`config.mk`:
```
export PLATFORM = sky130hd
export DESIGN_NAME = vga_fb_arbiter_flat
export DESIGN_NICKNAME = d
export VERILOG_FILES = /design/src/rtl/vga_fb_arbiter_pkg.sv /design/src/rtl/vga_fb_arbiter_if.sv /design/src/rtl/vga_fb_arbiter_fifo.sv /design/src/rtl/vga_fb_arbiter.sv /design/src/flat_wrapper.sv
export SDC_FILE = /design/constraint.sdc
export NUM_CORES = 1
export LEC_CHECK = 0
export ABC_AREA = 1
export BUFFER_PORTS_ARGS = -buffer_cell sky130_fd_sc_hd__buf_2
export CORE_MARGIN = 1.5
export CORE_UTILIZATION = 30
export DETAILED_ROUTE_END_ITERATION = 12
export PLACE_DENSITY = 0.57
export SLEW_MARGIN = 15
export SYNTH_ARGS = -nofsm -noshare
export SYNTH_HDL_FRONTEND = slang
export SYNTH_SLANG_ARGS = --single-unit
```
`constraint.sdc`:
```
create_clock -name clock -period 4.5 [get_ports clock]
set_input_delay 0.45 -clock clock [delete_from_list [all_inputs] [get_ports clock]]
set_output_delay 0.45 -clock clock [all_outputs]
set_load 0.01 [all_outputs]
```
`src/rtl/vga_fb_arbiter_pkg.sv`:
```
// -----------------------------------------------------------------------------
// vga_pkg
// Shared constants and types for the framebuffer arbiter slice.
//   H_ACTIVE / V_ACTIVE / FB_PIXELS : default visible frame geometry
//   DATA_W / ADDR_W                 : default pixel and framebuffer address widths
//   pixel_t                         : one RGB888 pixel
//   fetch_state_t                   : refresh fetch progress within a frame
// -----------------------------------------------------------------------------
package vga_pkg;

    localparam int unsigned H_ACTIVE  = 640;
    localparam int unsigned V_ACTIVE  = 480;
    localparam int unsigned FB_PIXELS = H_ACTIVE * V_ACTIVE;
    localparam int unsigned DATA_W    = 24;
    localparam int unsigned ADDR_W    = 19;

    typedef logic [DATA_W-1:0] pixel_t;

    // IDLE  : no frame_start seen yet
    // FETCH : prefetching pixels of the current frame
    // DONE  : every pixel address of the frame has been issued
    typedef enum logic [1:0] {
        IDLE  = 2'd0,
        FETCH = 2'd1,
        DONE  = 2'd2
    } fetch_state_t;

    // True when an address width can reach every pixel of a frame.
    function automatic bit addr_fits(input int unsigned aw, input int unsigned pixels);
        return (64'd1 << aw) >= 64'(pixels);
    endfunction

endpackage

```
`src/rtl/vga_fb_arbiter_if.sv`:
```
// -----------------------------------------------------------------------------
// Bus interfaces used by vga_fb_arbiter.
//
// vga_wr_if : pixel writer port.
//   valid, addr, data : from writer (master)
//   ready             : from arbiter (slave)
//   Handshake: a write transfers in every cycle where valid && ready are both
//   high. ready is combinational and may depend on valid in the same cycle;
//   the writer must hold addr/data stable while valid is high and not yet
//   accepted.
//
// vga_mem_if : single-port framebuffer RAM bus.
//   addr, re, we, wdata : from arbiter (master)
//   rdata               : from RAM (slave), valid exactly one cycle after re
// -----------------------------------------------------------------------------
interface vga_wr_if #(
    parameter int unsigned ADDR_W = 19,
    parameter int unsigned DATA_W = 24
) ();
    logic              valid;
    logic [ADDR_W-1:0] addr;
    logic [DATA_W-1:0] data;
    logic              ready;

    modport master (output valid, output addr, output data, input  ready);
    modport slave  (input  valid, input  addr, input  data, output ready);
endinterface

interface vga_mem_if #(
    parameter int unsigned ADDR_W = 19,
    parameter int unsigned DATA_W = 24
) ();
    logic [ADDR_W-1:0] addr;
    logic              re;
    logic              we;
    logic [DATA_W-1:0] wdata;
    logic [DATA_W-1:0] rdata;

    modport master (output addr, output re, output we, output wdata, input  rdata);
    modport slave  (input  addr, input  re, input  we, input  wdata, output rdata);
endinterface

```
`src/rtl/vga_fb_arbiter_fifo.sv`:
```
// -----------------------------------------------------------------------------
// vga_pix_fifo
// Synchronous prefetch FIFO for display pixels.
//   clock, reset : pixel clock, asynchronous active-high reset
//   flush        : empties the FIFO; wins over push/pop in the same cycle
//   push, push_data : write one entry
//   pop          : drop the head entry (ignored when empty)
//   head         : current head entry (combinational read)
//   count        : occupancy, 0..FIFO_DEPTH
//   empty        : count == 0
// Push and pop may occur together at any occupancy, including full.
// FIFO_DEPTH must be a power of two so the pointers wrap naturally.
// -----------------------------------------------------------------------------
module vga_pix_fifo #(
    parameter  int unsigned FIFO_DEPTH = 16,
    parameter  int unsigned DATA_W     = 24,
    localparam int unsigned PTR_W      = $clog2(FIFO_DEPTH),
    localparam int unsigned CNT_W      = PTR_W + 1
) (
    input  logic              clock,
    input  logic              reset,
    input  logic              flush,
    input  logic              push,
    input  logic [DATA_W-1:0] push_data,
    input  logic              pop,
    output logic [DATA_W-1:0] head,
    output logic [CNT_W-1:0]  count,
    output logic              empty
);

    logic [DATA_W-1:0] store [FIFO_DEPTH];
    logic [PTR_W-1:0]  rd_ptr;
    logic [PTR_W-1:0]  wr_ptr;
    logic              full;
    logic              do_push;
    logic              do_pop;

    assign full    = (count == CNT_W'(FIFO_DEPTH));
    assign empty   = (count == '0);
    assign do_pop  = pop && !empty;
    // A full FIFO still accepts a push when the head leaves in the same cycle.
    assign do_push = push && (!full || do_pop);
    assign head    = store[rd_ptr];

    // Storage needs no reset; only the pointers define what is valid.
    always_ff @(posedge clock) begin
        if (do_push && !flush) begin
            store[wr_ptr] <= push_data;
        end
    end

    always_ff @(posedge clock or posedge reset) begin
        if (reset) begin
            rd_ptr <= '0;
            wr_ptr <= '0;
            count  <= '0;
        end else if (flush) begin
            rd_ptr <= '0;
            wr_ptr <= '0;
            count  <= '0;
        end else begin
            if (do_push) begin
                wr_ptr <= wr_ptr + PTR_W'(1);
            end
            if (do_pop) begin
                rd_ptr <= rd_ptr + PTR_W'(1);
            end
            case ({do_push, do_pop})
                2'b10:   count <= count + CNT_W'(1);
                2'b01:   count <= count - CNT_W'(1);
                default: count <= count;
            endcase
        end
    end

endmodule

```
`src/rtl/vga_fb_arbiter.sv`:
```
// -----------------------------------------------------------------------------
// vga_fb_arbiter
// Shares one single-port framebuffer RAM between display refresh (prefetching
// into a small FIFO feeding the RGB path) and a pixel writer.
//   clock, reset : pixel clock, asynchronous active-high reset
//   frame_start  : pulse one line before the first visible pixel; restarts the
//                  frame fetch from address 0 and flushes the FIFO
//   pix_req      : pop request, one cycle ahead of dataEnable
//   pix_data     : registered pixel (0 on underflow)
//   pix_valid    : pix_data updated this cycle
//   underflow    : sticky, set when a pop finds the FIFO empty
//   wr           : writer port (vga_wr_if.slave), ready is combinational
//   mem          : RAM port (vga_mem_if.master), rdata one cycle after re
//   dbg_state    : current fetch state
//   dbg_count    : current FIFO occupancy
// Refresh takes the RAM when its reservation (occupancy + read in flight) is
// below LOW_WATER, or whenever it has room and the writer is idle.
// -----------------------------------------------------------------------------
module vga_fb_arbiter #(
    parameter int unsigned H_ACTIVE   = vga_pkg::H_ACTIVE,
    parameter int unsigned V_ACTIVE   = vga_pkg::V_ACTIVE,
    parameter int unsigned DATA_W     = vga_pkg::DATA_W,
    parameter int unsigned ADDR_W     = vga_pkg::ADDR_W,
    parameter int unsigned FIFO_DEPTH = 16,
    parameter int unsigned LOW_WATER  = 8
) (
    input  logic                        clock,
    input  logic                        reset,
    input  logic                        frame_start,
    input  logic                        pix_req,
    output logic [DATA_W-1:0]           pix_data,
    output logic                        pix_valid,
    output logic                        underflow,
    vga_wr_if.slave                     wr,
    vga_mem_if.master                   mem,
    output vga_pkg::fetch_state_t       dbg_state,
    output logic [$clog2(FIFO_DEPTH):0] dbg_count
);

    import vga_pkg::*;

    localparam int unsigned CNT_W   = $clog2(FIFO_DEPTH) + 1;
    localparam int unsigned RES_W   = CNT_W + 1;
    localparam int unsigned FB_PIX  = H_ACTIVE * V_ACTIVE;
    localparam logic [ADDR_W-1:0] LAST_ADDR = ADDR_W'(FB_PIX - 1);

    localparam logic [1:0] S_IDLE  = 2'd0;
    localparam logic [1:0] S_FETCH = 2'd1;
    localparam logic [1:0] S_DONE  = 2'd2;

    logic [1:0]        state;
    logic [ADDR_W-1:0] fetch_addr;
    logic              inflight;

    logic [CNT_W-1:0]  count;
    logic              empty;
    logic [DATA_W-1:0] head;

    logic [RES_W-1:0]  reserved;
    logic              eligible;
    logic              urgent;
    logic              refresh_win;
    logic              write_win;
    logic              pop_req;
    logic              fifo_push;

    // Reserving the in-flight slot keeps a returning read from ever finding
    // the FIFO full.
    assign reserved = {1'b0, count} + RES_W'(inflight);

    // No new fetch is started in a frame_start cycle: fetch_addr is about to be
    // rewound, so such a read would be for the wrong frame anyway.
    assign eligible = (state == S_FETCH) && !frame_start
                      && (reserved < RES_W'(FIFO_DEPTH));
    assign urgent   = reserved < RES_W'(LOW_WATER);

    // Both strobes are masked during reset so the RAM sees nothing while the
    // block is being cleared.
    assign refresh_win = !reset && eligible && (urgent || !wr.valid);
    assign write_win   = !reset && !refresh_win && wr.valid;

    assign wr.ready  = write_win;
    assign mem.re    = refresh_win;
    assign mem.we    = write_win;
    assign mem.addr  = refresh_win ? fetch_addr : wr.addr;
    assign mem.wdata = wr.data;

    // Requests coinciding with frame_start are dropped; the FIFO is flushing.
    assign pop_req   = pix_req && !frame_start;
    // Data from a read issued before frame_start belongs to the old frame.
    assign fifo_push = inflight && !frame_start;

    assign dbg_state = fetch_state_t'(state);
    assign dbg_count = count;

    vga_pix_fifo #(
        .FIFO_DEPTH (FIFO_DEPTH),
        .DATA_W     (DATA_W)
    ) u_fifo (
        .clock     (clock),
        .reset     (reset),
        .flush     (frame_start),
        .push      (fifo_push),
        .push_data (mem.rdata),
        .pop       (pop_req),
        .head      (head),
        .count     (count),
        .empty     (empty)
    );

    // Fetch sequencing.
    always_ff @(posedge clock or posedge reset) begin
        if (reset) begin
            state      <= S_IDLE;
            fetch_addr <= '0;
            inflight   <= 1'b0;
        end else if (frame_start) begin
            state      <= S_FETCH;
            fetch_addr <= '0;
            inflight   <= 1'b0;
        end else begin
            inflight <= refresh_win;
            if (refresh_win) begin
                fetch_addr <= fetch_addr + ADDR_W'(1);
                if (fetch_addr == LAST_ADDR) begin
                    state <= S_DONE;
                end
            end
        end
    end

    // Pixel output register.
    always_ff @(posedge clock or posedge reset) begin
        if (reset) begin
            pix_data  <= '0;
            pix_valid <= 1'b0;
            underflow <= 1'b0;
        end else begin
            pix_valid <= pop_req;
            if (pop_req) begin
                pix_data <= empty ? '0 : head;
                if (empty) begin
                    underflow <= 1'b1;
                end
            end
        end
    end

endmodule

```
`src/flat_wrapper.sv`:
```
// flat-port wrapper written by rule: the top's interface ports become plain ports
module vga_fb_arbiter_flat import vga_pkg::*;
#(
    parameter int unsigned H_ACTIVE   = vga_pkg::H_ACTIVE,
    parameter int unsigned V_ACTIVE   = vga_pkg::V_ACTIVE,
    parameter int unsigned DATA_W     = vga_pkg::DATA_W,
    parameter int unsigned ADDR_W     = vga_pkg::ADDR_W,
    parameter int unsigned FIFO_DEPTH = 16,
    parameter int unsigned LOW_WATER  = 8
)
  (clock, reset, frame_start, pix_req, pix_data, pix_valid, underflow, dbg_state, dbg_count, wr_valid, wr_addr, wr_data, wr_ready, mem_addr, mem_re, mem_we, mem_wdata, mem_rdata);
  vga_wr_if #(.ADDR_W(ADDR_W), .DATA_W(DATA_W)) wr_i ();
  vga_mem_if #(.ADDR_W(ADDR_W), .DATA_W(DATA_W)) mem_i ();
  input  logic clock;
  input  logic reset;
  input  logic frame_start;
  input  logic pix_req;
  output logic [DATA_W-1:0] pix_data;
  output logic pix_valid;
  output logic underflow;
  output vga_pkg::fetch_state_t dbg_state;
  output logic [$clog2(FIFO_DEPTH):0] dbg_count;
  input wire logic [$bits(wr_i.valid)-1:0] wr_valid;
  input wire logic [$bits(wr_i.addr)-1:0] wr_addr;
  input wire logic [$bits(wr_i.data)-1:0] wr_data;
  output wire logic [$bits(wr_i.ready)-1:0] wr_ready;
  output wire logic [$bits(mem_i.addr)-1:0] mem_addr;
  output wire logic [$bits(mem_i.re)-1:0] mem_re;
  output wire logic [$bits(mem_i.we)-1:0] mem_we;
  output wire logic [$bits(mem_i.wdata)-1:0] mem_wdata;
  input wire logic [$bits(mem_i.rdata)-1:0] mem_rdata;
  assign wr_i.valid = wr_valid;
  assign wr_i.addr = wr_addr;
  assign wr_i.data = wr_data;
  assign wr_ready = wr_i.ready;
  assign mem_addr = mem_i.addr;
  assign mem_re = mem_i.re;
  assign mem_we = mem_i.we;
  assign mem_wdata = mem_i.wdata;
  assign mem_i.rdata = mem_rdata;
  vga_fb_arbiter #(.H_ACTIVE(H_ACTIVE), .V_ACTIVE(V_ACTIVE), .DATA_W(DATA_W), .ADDR_W(ADDR_W), .FIFO_DEPTH(FIFO_DEPTH), .LOW_WATER(LOW_WATER)) u_core (.clock(clock), .reset(reset), .frame_start(frame_start), .pix_req(pix_req), .pix_data(pix_data), .pix_valid(pix_valid), .underflow(underflow), .wr(wr_i), .mem(mem_i), .dbg_state(dbg_state), .dbg_count(dbg_count));
endmodule
```
==> results.md <==
- The flow ran to the end, and the final reports show no timing, DRC or antenna violations.
- The pin count of the biggest net entering global routing is ~220.
- The relative slew slack is 24.4%.
- When the netlist entered floorplanning its net count stood at approximately 2,000.
- The commonest non-fill, non-tap cell in the layout is sky130_fd_sc_hd__nand2_1.
- Of the total power, registers draw 52.5%.
- The number of fill cells is about 6,400.
- In the final routed layout, each cell accounts on average for between 15 and 20 um.
- The buffers inserted during post-CTS setup optimization is 0.
- Setup repair after global routing left no endpoint under its margin.
- The longest clock path from root to sink contains 3 buffers.
- Row generation in the floorplan step produced just over 90 rows.
- The total power per unit cell area is roughly 390 nW/um2.
- The top achievable clock speed is approximately 330 MHz.
- Input and output buffers added on the ports amount to roughly 100.
- For this run, design rule violations remaining after detail routing come to 0.
- The overall die height is about 260 um.
- The clock slew at the register clock pins of the worst setup and hold paths is 60 ps.
- The startpoint of the most critical register-to-register path is u_core.u_fifo.count[0]$_DFFE_PP0P_.
- Of the synthesized area, sequential elements account for around two thirds.
- The remaining number of nets flagged by the antenna check after routing is 0.
- Setup violations remaining at the end of the flow were counted as 0.
- The total overflow left after global routing is 0.
- In this run, post-CTS repair resized a total of 0 instances.
- Yosys mapped the design onto 36 distinct sky130hd cell types.
- At the worst endpoint, the arrival time is ~2600 ps.
- Dividing the detail-routed via count by the number of cells gives around 4.6.
- Cell internal power was estimated by the tool at between 6 and 7 mW.
- The via count of the first global-routing pass is 13,200.
- Once layout is complete, the utilization of the core stands at between 30% and 40%.
- Global routing used around a quarter of the available met2 tracks.
- The number of antenna violations at the first check in global routing came to 2.
- Per report_power, the clock group accounts for between 40% and 50% of the total.
- The global routing stage identified its most utilized layer as met2.
- The die is between 200 and 300 um wide.
- The cell area after technology mapping is roughly 19,000 um2.
- After the last flow step, the layout net total stands at a little over 2,000.
- The required time of the critical path is 4050 ps.
- At the end of routability-driven placement, the weighted congestion stood at slightly above 0.8.
- Across the routed clock network, the largest skew measured is roughly 16 ps.
- For this block, the routed nets add up to 48,400 um of wire.
- Leaving out fill and tap cells, the most frequent cells in the layout are sky130_fd_sc_hd__nand2_1 (805), sky130_fd_sc_hd__edfxtp_1 (384), sky130_fd_sc_hd__nand3_1 (215), sky130_fd_sc_hd__inv_1 (159), sky130_fd_sc_hd__buf_2 (102).
- The max-slew violation count is 0.
- The cell count after synthesis came out at 1,922.
- The average instance in the mapped netlist occupies around 10 um2.
- The minimum clock period is about 3000 ps.
- The tool flagged a number of max-cap violations equal to 0.
- The global routing usage summed across all routing layers is between 10% and 20%.
- The fraction of the cycle the final worst path needs is 67.2%.
- The kind of path behind the tightest hold check is in -> reg.
- CTS placed an instance of sky130_fd_sc_hd__clkbuf_16 at the clock tree root.
- The worst-skew pair later-pin latency is between 500 and 600 ps.
- For this run, the detailed router's first-pass iteration total came to 5.
- The post-route worst hold slack is around 160 ps.
- Summed over all cells, the static leakage comes to between 8 and 9 nW.
- The slew at the pin closest to its max-slew limit is around 1100 ps.
- Combinational logic is responsible for around 5.5% of the overall power.
- The largest vdd supply drop is about 0.22 mV.
- In this run the number of H-tree levels came out at 2.
- In this run switching power makes up approximately 22% of total power.
- The register bit total from synthesis is between 400 and 500.
- The total net switching power is about 1.9 mW.
- The worst setup path is launched from a register.
- The signed area change from the synthesized netlist to the final layout is 13.6%.
- The TritonCTS clock tree is yes.
- In the global route stage, met1 resource usage came out at a little under a fifth.
- The worst hold path startpoint is frame_start.
- The biggest fanout along the worst timing path is slightly below 50.
- After the first detailed-routing iteration, the DRC count stood at 1,094.
- The nature of the critical path endpoint is a primary output.
- The sum of net half-perimeters after detailed placement is approximately 28,000 um.
- The worst setup path is of the reg -> out kind.
- In the final timing run, aggregate negative setup slack is 0 ps.
- The sink count of the clock tree is roughly 450.
- The floorplan step defined a die boundary enclosing 66,300 um2.
- The final route contains 13,100 vias.
- During I/O placement, the number of pins put on the boundary was 151.
- The first global-routing pass estimated 76,000 um of wire.
- The timing startpoint of the critical path is u_core.u_fifo.count[3]$_DFFE_PP0P_.
- Global routing used ~2.7% of the available met3 tracks.
- The final-report hold violation count is 0.
- The count of yosys warnings during synthesis is 0.
- The share of post-route cells with drive strength above 1 is between 10% and 20%.
- The floorplan step defined a core boundary enclosing ~64,000 um2.
- The number of buffers created by CTS is 47.
- In this run, post-CTS hold repair placed 0 buffers.
- The starting density of the core is approximately 30%.
-- metal layers --
layer	vias to the layer above	share of wire, %
li1	6389	-
met1	6328	44
met2	319	49
met3	96	5.2
met4	2	2.2
met5	-	0.023
-- logic make-up after synthesis --
kind of cell,after synthesis,share of synthesized area [%]
XOR/XNOR,3,0.135
AO/OA/AOI/OAI,68,2.09
flip-flops,445,67.2
AND/OR/NAND/NOR,1113,23.5
buffers and inverters,283,6.47
adder cells (fa/ha/maj),10,0.682
-- area by class of cell --
type	instances	area, um2	share of cell area, %
Tap cell	855	1070	4.85
Clock inverter	18	144	0.652
Multi-Input combinational cell	1194	5240	23.7
Inverter	167	631	2.86
Sequential cell	445	13100	59.2
Clock buffer	67	1270	5.76
Antenna cell	1	2.50	0.0113
Timing Repair Buffer	114	651	2.95
-- Yosys cell counts --
cell	n	area (um2)
sky130_fd_sc_hd__nand2_1	805	3020
sky130_fd_sc_hd__edfxtp_1	384	11500
sky130_fd_sc_hd__nand3_1	215	1080
sky130_fd_sc_hd__inv_1	161	604
sky130_fd_sc_hd__dfrtp_1	61	1530
sky130_fd_sc_hd__nor2_1	56	210
sky130_fd_sc_hd__buf_2	43	215
sky130_fd_sc_hd__buf_4	33	248
sky130_fd_sc_hd__clkbuf_1	30	113
sky130_fd_sc_hd__o21ai_0	30	150
sky130_fd_sc_hd__o211ai_1	22	165
sky130_fd_sc_hd__nand4_1	10	62.6
sky130_fd_sc_hd__ha_1	9	113
sky130_fd_sc_hd__buf_1	8	30.0
sky130_fd_sc_hd__nor3_1	8	40.0
sky130_fd_sc_hd__a21oi_1	7	35.0
sky130_fd_sc_hd__o21ai_1	6	30.0
sky130_fd_sc_hd__inv_2	4	15.0
sky130_fd_sc_hd__nor3_2	4	40.0
sky130_fd_sc_hd__nand2_2	3	18.8
sky130_fd_sc_hd__nand3_2	3	30.0
sky130_fd_sc_hd__nor2_2	3	18.8
sky130_fd_sc_hd__buf_6	2	22.5
sky130_fd_sc_hd__or2_2	2	12.5
sky130_fd_sc_hd__xnor2_1	2	17.5
sky130_fd_sc_hd__a21oi_2	1	8.76
sky130_fd_sc_hd__and2_1	1	6.26
sky130_fd_sc_hd__clkinv_1	1	3.75
sky130_fd_sc_hd__fa_1	1	20.0
sky130_fd_sc_hd__inv_4	1	6.26
sky130_fd_sc_hd__nand3b_1	1	7.51
sky130_fd_sc_hd__nor2_4	1	11.3
sky130_fd_sc_hd__nor4_1	1	6.26
sky130_fd_sc_hd__o21ai_2	1	8.76
sky130_fd_sc_hd__o21bai_1	1	7.51
sky130_fd_sc_hd__xor2_1	1	8.76
-- sequential cells by signal (all words and copies together) (netlist names) --
register	flops
u_core.dbg_state	2
u_core.u_fifo.count	5
u_core.u_fifo.wr_ptr	4
u_core.u_fifo.rd_ptr	4
u_core.pix_data	24
u_core.fetch_addr	19
u_core.inflight	1
u_core.pix_valid	1
u_core.underflow	1
u_core.u_fifo.store	384
-- critical path: stages, from the launching register on --
cell	delay, ps
sky130_fd_sc_hd__dfrtp_1	430
sky130_fd_sc_hd__or2_2	310
sky130_fd_sc_hd__nand2_1	130
sky130_fd_sc_hd__nand2_2	480
sky130_fd_sc_hd__inv_2	380
sky130_fd_sc_hd__nand2_1	80
sky130_fd_sc_hd__nand2_1	60
sky130_fd_sc_hd__buf_2	120
-- power groups by stage --
stage	registers [mW]	clock network [mW]	logic, mW
6_report	4.54	3.64	0.478
5_1_grt	4.54	3.86	0.545
4_1_cts	4.54	3.71	0.488
3_5_place_dp	4.63	0	0.486
3_3_place_gp	4.63	0	0.476
2_1_floorplan	4.63	0	0.306
-- path summary, 6_finish.rpt --
path	end	slack, ps	cells past startpoint
max	mem_addr[9]	1470	7
min	u_core.dbg_state[1]$_DFFE_PP0P_	160	2
max reg2reg	u_core.u_fifo.count[4]$_DFFE_PP0P_	1900	15
min reg2reg	u_core.pix_data[5]$_DFFE_PP0N_	480	2
max in group asynchronous	u_core.u_fifo.rd_ptr[0]$_DFFE_PP0P_	3680	3
min in group asynchronous	u_core.pix_data[11]$_DFFE_PP0N_	190	3
-- through the flow --
| stage | instance area (um2) | setup slack [ps] | total power [mW] | std cells |
|---|---|---|---|---|
| 2_1_floorplan | 19400 | 1190 | 4.93 | 1922 |
| 3_3_place_gp | 20700 | 1680 | 5.10 | 2775 |
| 3_5_place_dp | 20700 | 1650 | 5.11 | 2775 |
| 4_1_cts | 22100 | 1410 | 8.74 | 2860 |
| 5_1_grt | 22100 | 1240 | 8.95 | 2860 |
| 6_report | 22100 | 1470 | 8.66 | 2861 |
(Power assumes the default switching activity.)
